File: src/rtl/mcm_coord_tx.sv
// MCM coordinate link transmitter: on an iRQ rising edge it streams a BYTES-long frame
// from a sync-read buffer, one byte per oVal pulse. Define MCM_TX_CHECKSUM_EN to append a sum byte.
module mcm_coord_tx #(
  parameter int BYTES    = 144,
  parameter int VAL_HIGH = 4,
  parameter int VAL_LOW  = 4
) (
  input  logic       clk,
  input  logic       reset,
  input  logic       iRQ,
  output logic [7:0] oRdAddr,
  output logic       oRdEn,
  input  logic [7:0] iRdData,
  output logic [7:0] oData,
  output logic       oVal,
  output logic       oBusy,
  output logic       oDone
);

  typedef enum logic [2:0] {IDLE, FETCH, LATCH, HIGH, LOW} state_t;

  localparam logic [7:0] HI_RLD = 8'(VAL_HIGH - 1);
  localparam logic [7:0] LO_RLD = 8'(VAL_LOW - 1);
  localparam logic [7:0] PAY_END = 8'(BYTES);
`ifdef MCM_TX_CHECKSUM_EN
  localparam logic [7:0] LAST_IDX = 8'(BYTES);
`else
  localparam logic [7:0] LAST_IDX = 8'(BYTES - 1);
`endif

  state_t     state_q, state_d;
  logic       rq_prev_q, rq_prev_d;
  logic [7:0] idx_q, idx_d;
  logic [7:0] ph_q, ph_d;
  logic [7:0] addr_q, addr_d;
  logic       rd_en_q, rd_en_d;
  logic [7:0] data_q, data_d;
  logic       val_q, val_d;
  logic       busy_q, busy_d;
  logic       done_q, done_d;
  logic       start;
  logic [7:0] idx_nxt;
`ifdef MCM_TX_CHECKSUM_EN
  logic [7:0] chk_q, chk_d;
`endif

  assign start   = iRQ & ~rq_prev_q;
  assign idx_nxt = idx_q + 8'd1;

  always_comb begin
    state_d   = state_q;
    rq_prev_d = iRQ;
    idx_d     = idx_q;
    ph_d      = ph_q;
    addr_d    = addr_q;
    rd_en_d   = 1'b0;
    data_d    = data_q;
    val_d     = val_q;
    busy_d    = busy_q;
    done_d    = done_q;
`ifdef MCM_TX_CHECKSUM_EN
    chk_d     = chk_q;
`endif
    // A start edge wins over everything: it opens a frame from IDLE or aborts a running one.
    if (start) begin
      state_d = FETCH;
      idx_d   = 8'd0;
      addr_d  = 8'd0;
      rd_en_d = 1'b1;
      val_d   = 1'b0;
      busy_d  = 1'b1;
      done_d  = 1'b0;
`ifdef MCM_TX_CHECKSUM_EN
      chk_d   = 8'd0;
`endif
    end else begin
      case (state_q)
        FETCH: state_d = LATCH;
        LATCH: begin
          state_d = HIGH;
          val_d   = 1'b1;
          ph_d    = HI_RLD;
`ifdef MCM_TX_CHECKSUM_EN
          if (idx_q == PAY_END) begin
            data_d = chk_q;
          end else begin
            data_d = iRdData;
            chk_d  = chk_q + iRdData;
          end
`else
          data_d = iRdData;
`endif
        end
        HIGH: begin
          if (ph_q == 8'd0) begin
            state_d = LOW;
            val_d   = 1'b0;
            ph_d    = LO_RLD;
          end else begin
            ph_d = ph_q - 8'd1;
          end
        end
        LOW: begin
          if (ph_q != 8'd0) begin
            ph_d = ph_q - 8'd1;
          end else if (idx_q == LAST_IDX) begin
            state_d = IDLE;
            done_d  = 1'b1;
            busy_d  = 1'b0;
          end else begin
            state_d = FETCH;
            idx_d   = idx_nxt;
            addr_d  = idx_nxt;
            // The checksum slot has no buffer entry behind it.
            rd_en_d = (idx_nxt != PAY_END);
          end
        end
        default: ;
      endcase
    end
  end

  always_ff @(posedge clk or negedge reset) begin
    if (!reset) begin
      state_q   <= IDLE;
      rq_prev_q <= 1'b1;
      idx_q     <= 8'd0;
      ph_q      <= 8'd0;
      addr_q    <= 8'd0;
      rd_en_q   <= 1'b0;
      data_q    <= 8'd0;
      val_q     <= 1'b0;
      busy_q    <= 1'b0;
      done_q    <= 1'b0;
`ifdef MCM_TX_CHECKSUM_EN
      chk_q     <= 8'd0;
`endif
    end else begin
      state_q   <= state_d;
      rq_prev_q <= rq_prev_d;
      idx_q     <= idx_d;
      ph_q      <= ph_d;
      addr_q    <= addr_d;
      rd_en_q   <= rd_en_d;
      data_q    <= data_d;
      val_q     <= val_d;
      busy_q    <= busy_d;
      done_q    <= done_d;
`ifdef MCM_TX_CHECKSUM_EN
      chk_q     <= chk_d;
`endif
    end
  end

  assign oRdAddr = addr_q;
  assign oRdEn   = rd_en_q;
  assign oData   = data_q;
  assign oVal    = val_q;
  assign oBusy   = busy_q;
  assign oDone   = done_q;

endmodule

File: config.mk
export PLATFORM = sky130hd
export DESIGN_NAME = mcm_coord_tx
export DESIGN_NICKNAME = d
export VERILOG_FILES = /design/src/rtl/mcm_coord_tx.sv
export SDC_FILE = /design/constraint.sdc
export NUM_CORES = 1
export LEC_CHECK = 0
export BUFFER_PORTS_ARGS = -buffer_cell sky130_fd_sc_hd__buf_2
export CORE_AREA = 2 2 77 49
export DETAILED_ROUTE_END_ITERATION = 16
export DIE_AREA = 0 0 79 51
export GPL_TIMING_DRIVEN = 0
export PLACE_DENSITY = 0.71
export SKIP_CTS_REPAIR_TIMING = 1
export SYNTH_ARGS = -nofsm -noshare
export SYNTH_HDL_FRONTEND = slang
export SYNTH_SLANG_ARGS = --single-unit
export TNS_END_PERCENT = 50
File: constraint.sdc
create_clock -name clk -period 5.3 [get_ports clk]
set_input_delay 0.265 -clock clk [delete_from_list [all_inputs] [get_ports clk]]
set_output_delay 0.265 -clock clk [all_outputs]
set_load 0.05 [all_outputs]
======== After elaboration in Yosys (flattened, before gate mapping) ========
Index checks and enable logic that the tools add are counted.
operators by class
  $add $sub $neg .......................... 2
  equal/unequal tests ..................... 11
  mux-type cells .......................... 27
  bitwise logic cells ..................... 3
  reduce and logical (&&, ||, !) cells .... 13
operators with widths
  kind                                                  number
  two-way mux 8 bit                                     6
  one-hot mux 8 bit (3 select lines)                    1
  two-way mux 1 bit                                     15
  one-hot mux 3 bit (4 select lines)                    1
  AND reduction 3 bit                                   4
  two-way mux 3 bit                                     3
  adder 8 x 1 -> 8 bit (second input constant)          1
  equality test 8 bit (second input constant)           1
  zero test 8 bit                                       1
  != test 8 bit (second input constant)                 1
  nonzero test 8 bit                                    1
  subtractor 8 x 1 -> 8 bit (second input constant)     1
  equality test 3 x 2 -> 1 bit (second input constant)  2
  != test 2 bit (second input constant)                 3
  != test 3 bit (second input constant)                 2
  nonzero test 3 bit                                    2
  nonzero test 5 bit                                    1
  AND reduction 2 bit                                   2
  nonzero test 2 bit                                    2
  equality test 3 x 1 -> 1 bit (second input constant)  1
  equality test 3 bit (second input constant)           1
  NOT 1 bit                                             2
  one-hot mux 1 bit (2 select lines)                    1
  bitwise AND 1 bit                                     1
storage, ports and cells
  register bits ........................... 32
  bits of input ports ..................... 11
  output and inout bits ................... 20
  word-level logic and storage cells ...... 65

======== Longest topological paths before layout ========
  depth after elaboration ................. 6
  mapped depth ............................ 7
  depth with buffers taken out ............ 7

======== Worst setup path after synthesis ========
No wires, ideal clock.
  path type ............................... reg2reg
  from .................................... reg oRdAddr[0] (netlist name)
  to ...................................... reg addr_q[5] (netlist: oRdAddr[5])
  setup time .............................. 0.132 ns
  data arrival time ....................... 1.887 ns
  required time ........................... 5.168 ns
  path slack .............................. 3.281 ns
  cell stages (with the launch flop) ...... 7
  path buffers ............................ 0
  clock period less this slack ............ 2.019 ns
  cell sequence ........................... dfrtp_1 -> ha_1 -> nand3_1 -> nor4_4 -> nand3b_1 -> xor2_1 -> nor2_1
RTL lines
  what                    RTL line  source
  end signal: assignment  143       addr_q <= addr_d;
  end: declaration        35        logic [7:0] addr_q, addr_d;

======== Worst setup path in the final report ========
  from .................................... reg ph_q[0]
  to ...................................... reg ph_q[0]
on the way
  cells in the longest elaborated chain, start to end .. 3
  elaborated cells between the ends (all ways) .. 8
  classes of those cells .................. 1 x add/sub; 1 x eq/ne; 3 x mux; 3 x reduce/logical
RTL lines
  what                                                                       RTL line  source
  start: declaration                                                         34        logic [7:0] ph_q, ph_d;
  start signal: assignment                                                   142       ph_q <= ph_d;
  subtractor 8 x 1 -> 8 bit (tied with other cells)                          100, 105
  two-way mux 8 bit (tied with other cells)                                  104       if (ph_q != 8'd0) begin
  one-hot mux 8 bit (3 select lines) or AND reduction 3 bit (tied branches)  n/a
Parallel ways exist; a longest one is shown, timed or not. The select of a mux whose other input is x is not followed.
A chain may end at the register's enable or synchronous reset.

==> results.ini <==
[synthesis]
post_synth.cell_area_avg_um2=10.0
synth_top_area_share_pct=48.1
netlist_area_mm2=0.00161
synth_top_area_cell=sky130_fd_sc_hd__dfrtp_1
yosys.cell_types.count=36
synth_nets=175
netlist_top_cells_area=sky130_fd_sc_hd__dfrtp_1 (48%), sky130_fd_sc_hd__mux2_2 (5.6%), sky130_fd_sc_hd__nor2_1 (4.9%)
total_number_of_yosys_warnings=0
synth_seq_area_share_pct=49.7
synth_seq_cells=32
synthesis.instances=161

[outcome]
outcome=completed

[sta]
rsz0062_at_grt=no
timing.final.max_slew_violations=0
worst_clock_skew_ns=0.00669
final_min_period_ns=2.00
count_of_final_hold_check_violations=0
fin_setup_tns_ns=0
layout_worst_path_cycle_share_pct=37.7
setup_violations=0
max-slew-margin-rel_pct=53.3
fmax_mhz=500
worst_pin_slew_ns=0.701

[cells_and_area]
finish.instance_area_mm2=0.00191
final_cell_mix=sky130_fd_sc_hd__buf_2 (32), sky130_fd_sc_hd__dfrtp_1 (31), sky130_fd_sc_hd__nor2_1 (21), sky130_fd_sc_hd__nand2_1 (14), sky130_fd_sc_hd__a21oi_1 (12)
finalNetCount=212
syn2layout_area_growth_pct=18.7
seqCellArea_um2=802
nFillCells=327
drive_gt1_share_pct=28.6
multiInputGateArea_um2=782
antennaDiodeCount=0
final_common_cell=sky130_fd_sc_hd__buf_2
finalNonFillerCells=246

[clock_network]
clock_tree.root_cell=sky130_fd_sc_hd__clkbuf_8
cts_tree=done
cts_max_path_buffers=2
numClockSinks=32
cts_made_buffers=5
clkLatencyLatePin_ns=0.28
worst_setup_hold_path_clk_slew_ns=0.06
count_of_h_tree_levels_built_during_cts=2

[drt]
drtIter0Drc=90
post_drt_wl_per_cell_um=13.7
route.vias.total=1294
wl_um=3360
number_of_antenna_violating_nets_in_the_routed_design=0
drt_pre_antenna_iters=4
post-route-drc-count=0
detail_route.vias_per_cell=5.26

[worst_setup_path]
worstPathRequired_ns=5.47
crit_path_max_fanout=5
criticalPathCategory=register to register
timing.critical_path.to_type=register
timing.critical_path.arrival_ns=2.17
critPathLaunchType=register

[global_route]
first_global_vias=1283
globalRouteOverflowTotal=0
number_of_antenna_violations_at_the_first_check_in_global_routing=0
grt_start_max_net_pins=33
first_pass_grt_wire_length_um=5890
track_usage_pct=19.4

[floorplan]
rows=17
ios=31
floorplan.core_area_mm2=0.00345
chipHeight_um=51
fp.dieArea_mm2=0.00403
width_of_the_die_um=79
initial_utilization_pct=46.8

[place]
place.gp.congestion=0.864
dp.cells=238
place_area_mm2=0.00182
place.port_buffers=30
dp_hpwl_um=2420

[worst_hold_path]
hold_path_class=primary input to asynchronous set/reset pin

[power_and_ir_drop]
power_per_cell_area_mw_per_mm2=535
peakVddDrop_v=0.000346
power.leakage_nw=0.863

[flow_run]
max_cap_violations=0

==> per-stage QoR <==
| step | worst slack [ns] | total power, mW | utilization (%) | hold WS (ns) |
|---|---|---|---|---|
| 2_1_floorplan | 3.28 | 0.731 | - | -0.0306 |
| 3_3_place_gp | 3.39 | 0.818 | 52.9 | 0.351 |
| 3_5_place_dp | 3.32 | 0.833 | 52.9 | 0.360 |
| 4_1_cts | 3.29 | 1.03 | 55.6 | 0.0566 |
| 5_1_grt | 3.13 | 1.09 | 55.6 | 0.0773 |
| 6_report | 3.30 | 1.02 | 55.6 | 0.0306 |
==> where the power goes <==
group	switching [mW]	internal (mW)
combinational	0.287	0.155
clock	0.0901	0.104
sequential	0.0684	0.320
==> state kept, by name (all words and copies together) (netlist names) <==
register   flops
oBusy          1
oRdAddr        8
rq_prev_q      1
oData          8
state_q        3
oVal           1
ph_q           8
oRdEn          1
oDone          1
==> cell usage after synthesis <==
| library cell | number |
|---|---|
| sky130_fd_sc_hd__ha_1 | 3 |
| sky130_fd_sc_hd__or4_1 | 1 |
| sky130_fd_sc_hd__nor3b_1 | 2 |
| sky130_fd_sc_hd__nand2b_1 | 4 |
| sky130_fd_sc_hd__nor4_2 | 1 |
| sky130_fd_sc_hd__and3_1 | 1 |
| sky130_fd_sc_hd__nor3_1 | 4 |
| sky130_fd_sc_hd__nand2_1 | 14 |
| sky130_fd_sc_hd__nand3b_1 | 1 |
| sky130_fd_sc_hd__a21oi_1 | 12 |
| sky130_fd_sc_hd__or3b_2 | 1 |
| sky130_fd_sc_hd__nand4_1 | 2 |
| sky130_fd_sc_hd__inv_1 | 2 |
| sky130_fd_sc_hd__or3_1 | 4 |
| sky130_fd_sc_hd__dfrtp_1 | 31 |
| sky130_fd_sc_hd__buf_2 | 2 |
| sky130_fd_sc_hd__a21o_1 | 2 |
| sky130_fd_sc_hd__o21ai_2 | 1 |
| sky130_fd_sc_hd__xnor2_1 | 6 |
| sky130_fd_sc_hd__dfstp_2 | 1 |
| sky130_fd_sc_hd__o21ai_0 | 9 |
| sky130_fd_sc_hd__nor4_1 | 2 |
| sky130_fd_sc_hd__clkbuf_1 | 3 |
| sky130_fd_sc_hd__nand3_1 | 8 |
| sky130_fd_sc_hd__nand3_2 | 1 |
| sky130_fd_sc_hd__a22oi_1 | 1 |
| sky130_fd_sc_hd__o21a_1 | 1 |
| sky130_fd_sc_hd__a211oi_2 | 1 |
| sky130_fd_sc_hd__a2bb2oi_1 | 1 |
| sky130_fd_sc_hd__nor2_1 | 21 |
| sky130_fd_sc_hd__nor4_4 | 1 |
| sky130_fd_sc_hd__mux2_2 | 8 |
| sky130_fd_sc_hd__or4_4 | 1 |
| sky130_fd_sc_hd__nor2b_1 | 4 |
| sky130_fd_sc_hd__xor2_1 | 3 |
| sky130_fd_sc_hd__nor3b_4 | 1 |
==> cell families (layout without fill, tap and decap cells) <==
kind of cell | Yosys count | count (layout) | synth area share [%]
simple gates | 74 | 74 | 25.4
fa+ha+maj | 3 | 3 | 2.33
mux | 8 | 8 | 5.59
flops | 32 | 32 | 49.7
compound gates | 28 | 28 | 10.2
xor+xnor | 9 | 9 | 4.89
buf+inv | 7 | 45 | 1.78
==> critical path, cell delays in order (launching register included) <==
cell                      delay, ns
sky130_fd_sc_hd__dfrtp_1       0.40
sky130_fd_sc_hd__inv_1         0.09
sky130_fd_sc_hd__ha_1          0.17
sky130_fd_sc_hd__nor3b_1       0.38
sky130_fd_sc_hd__nand2_1       0.22
sky130_fd_sc_hd__a21oi_1       0.34
sky130_fd_sc_hd__nor2_1        0.11
sky130_fd_sc_hd__o21a_1        0.18
==> path summary, 6_finish.rpt <==
path	from	to	slack [ns]	depth (start not counted)
min in group clk	iRQ	rq_prev_q	0.10	1
hold / removal	reset	oData[5]	0.03	1
hold reg to reg	oBusy	oBusy	0.48	2
setup / recovery	ph_q[0]	ph_q[0]	3.30	7
max in group asynchronous	reset	state_q[2]	4.82	1
setup reg to reg	ph_q[0]	ph_q[0]	3.30	7
==> layer usage <==
layer,up-vias,share of wire (%),global-route usage (%),wire length [um]
met5,-,0,0,0
met4,0,0.71,6.61,24
met3,4,6.2,5.65,209
met2,37,44,29.4,1490
met1,614,49,26.9,1640
li1,639,-,-,-
==> final cells by class <==
class	count	share of cell area [%]
Buffer	5	1.11
Sequential cell	32	41.9
Timing Repair Buffer	30	7.84
Inverter	2	0.392
Clock buffer	6	4.31
Tap cell	47	3.07
Clock inverter	2	0.523
Multi-Input combinational cell	122	40.8
(Power assumes the default switching activity.)
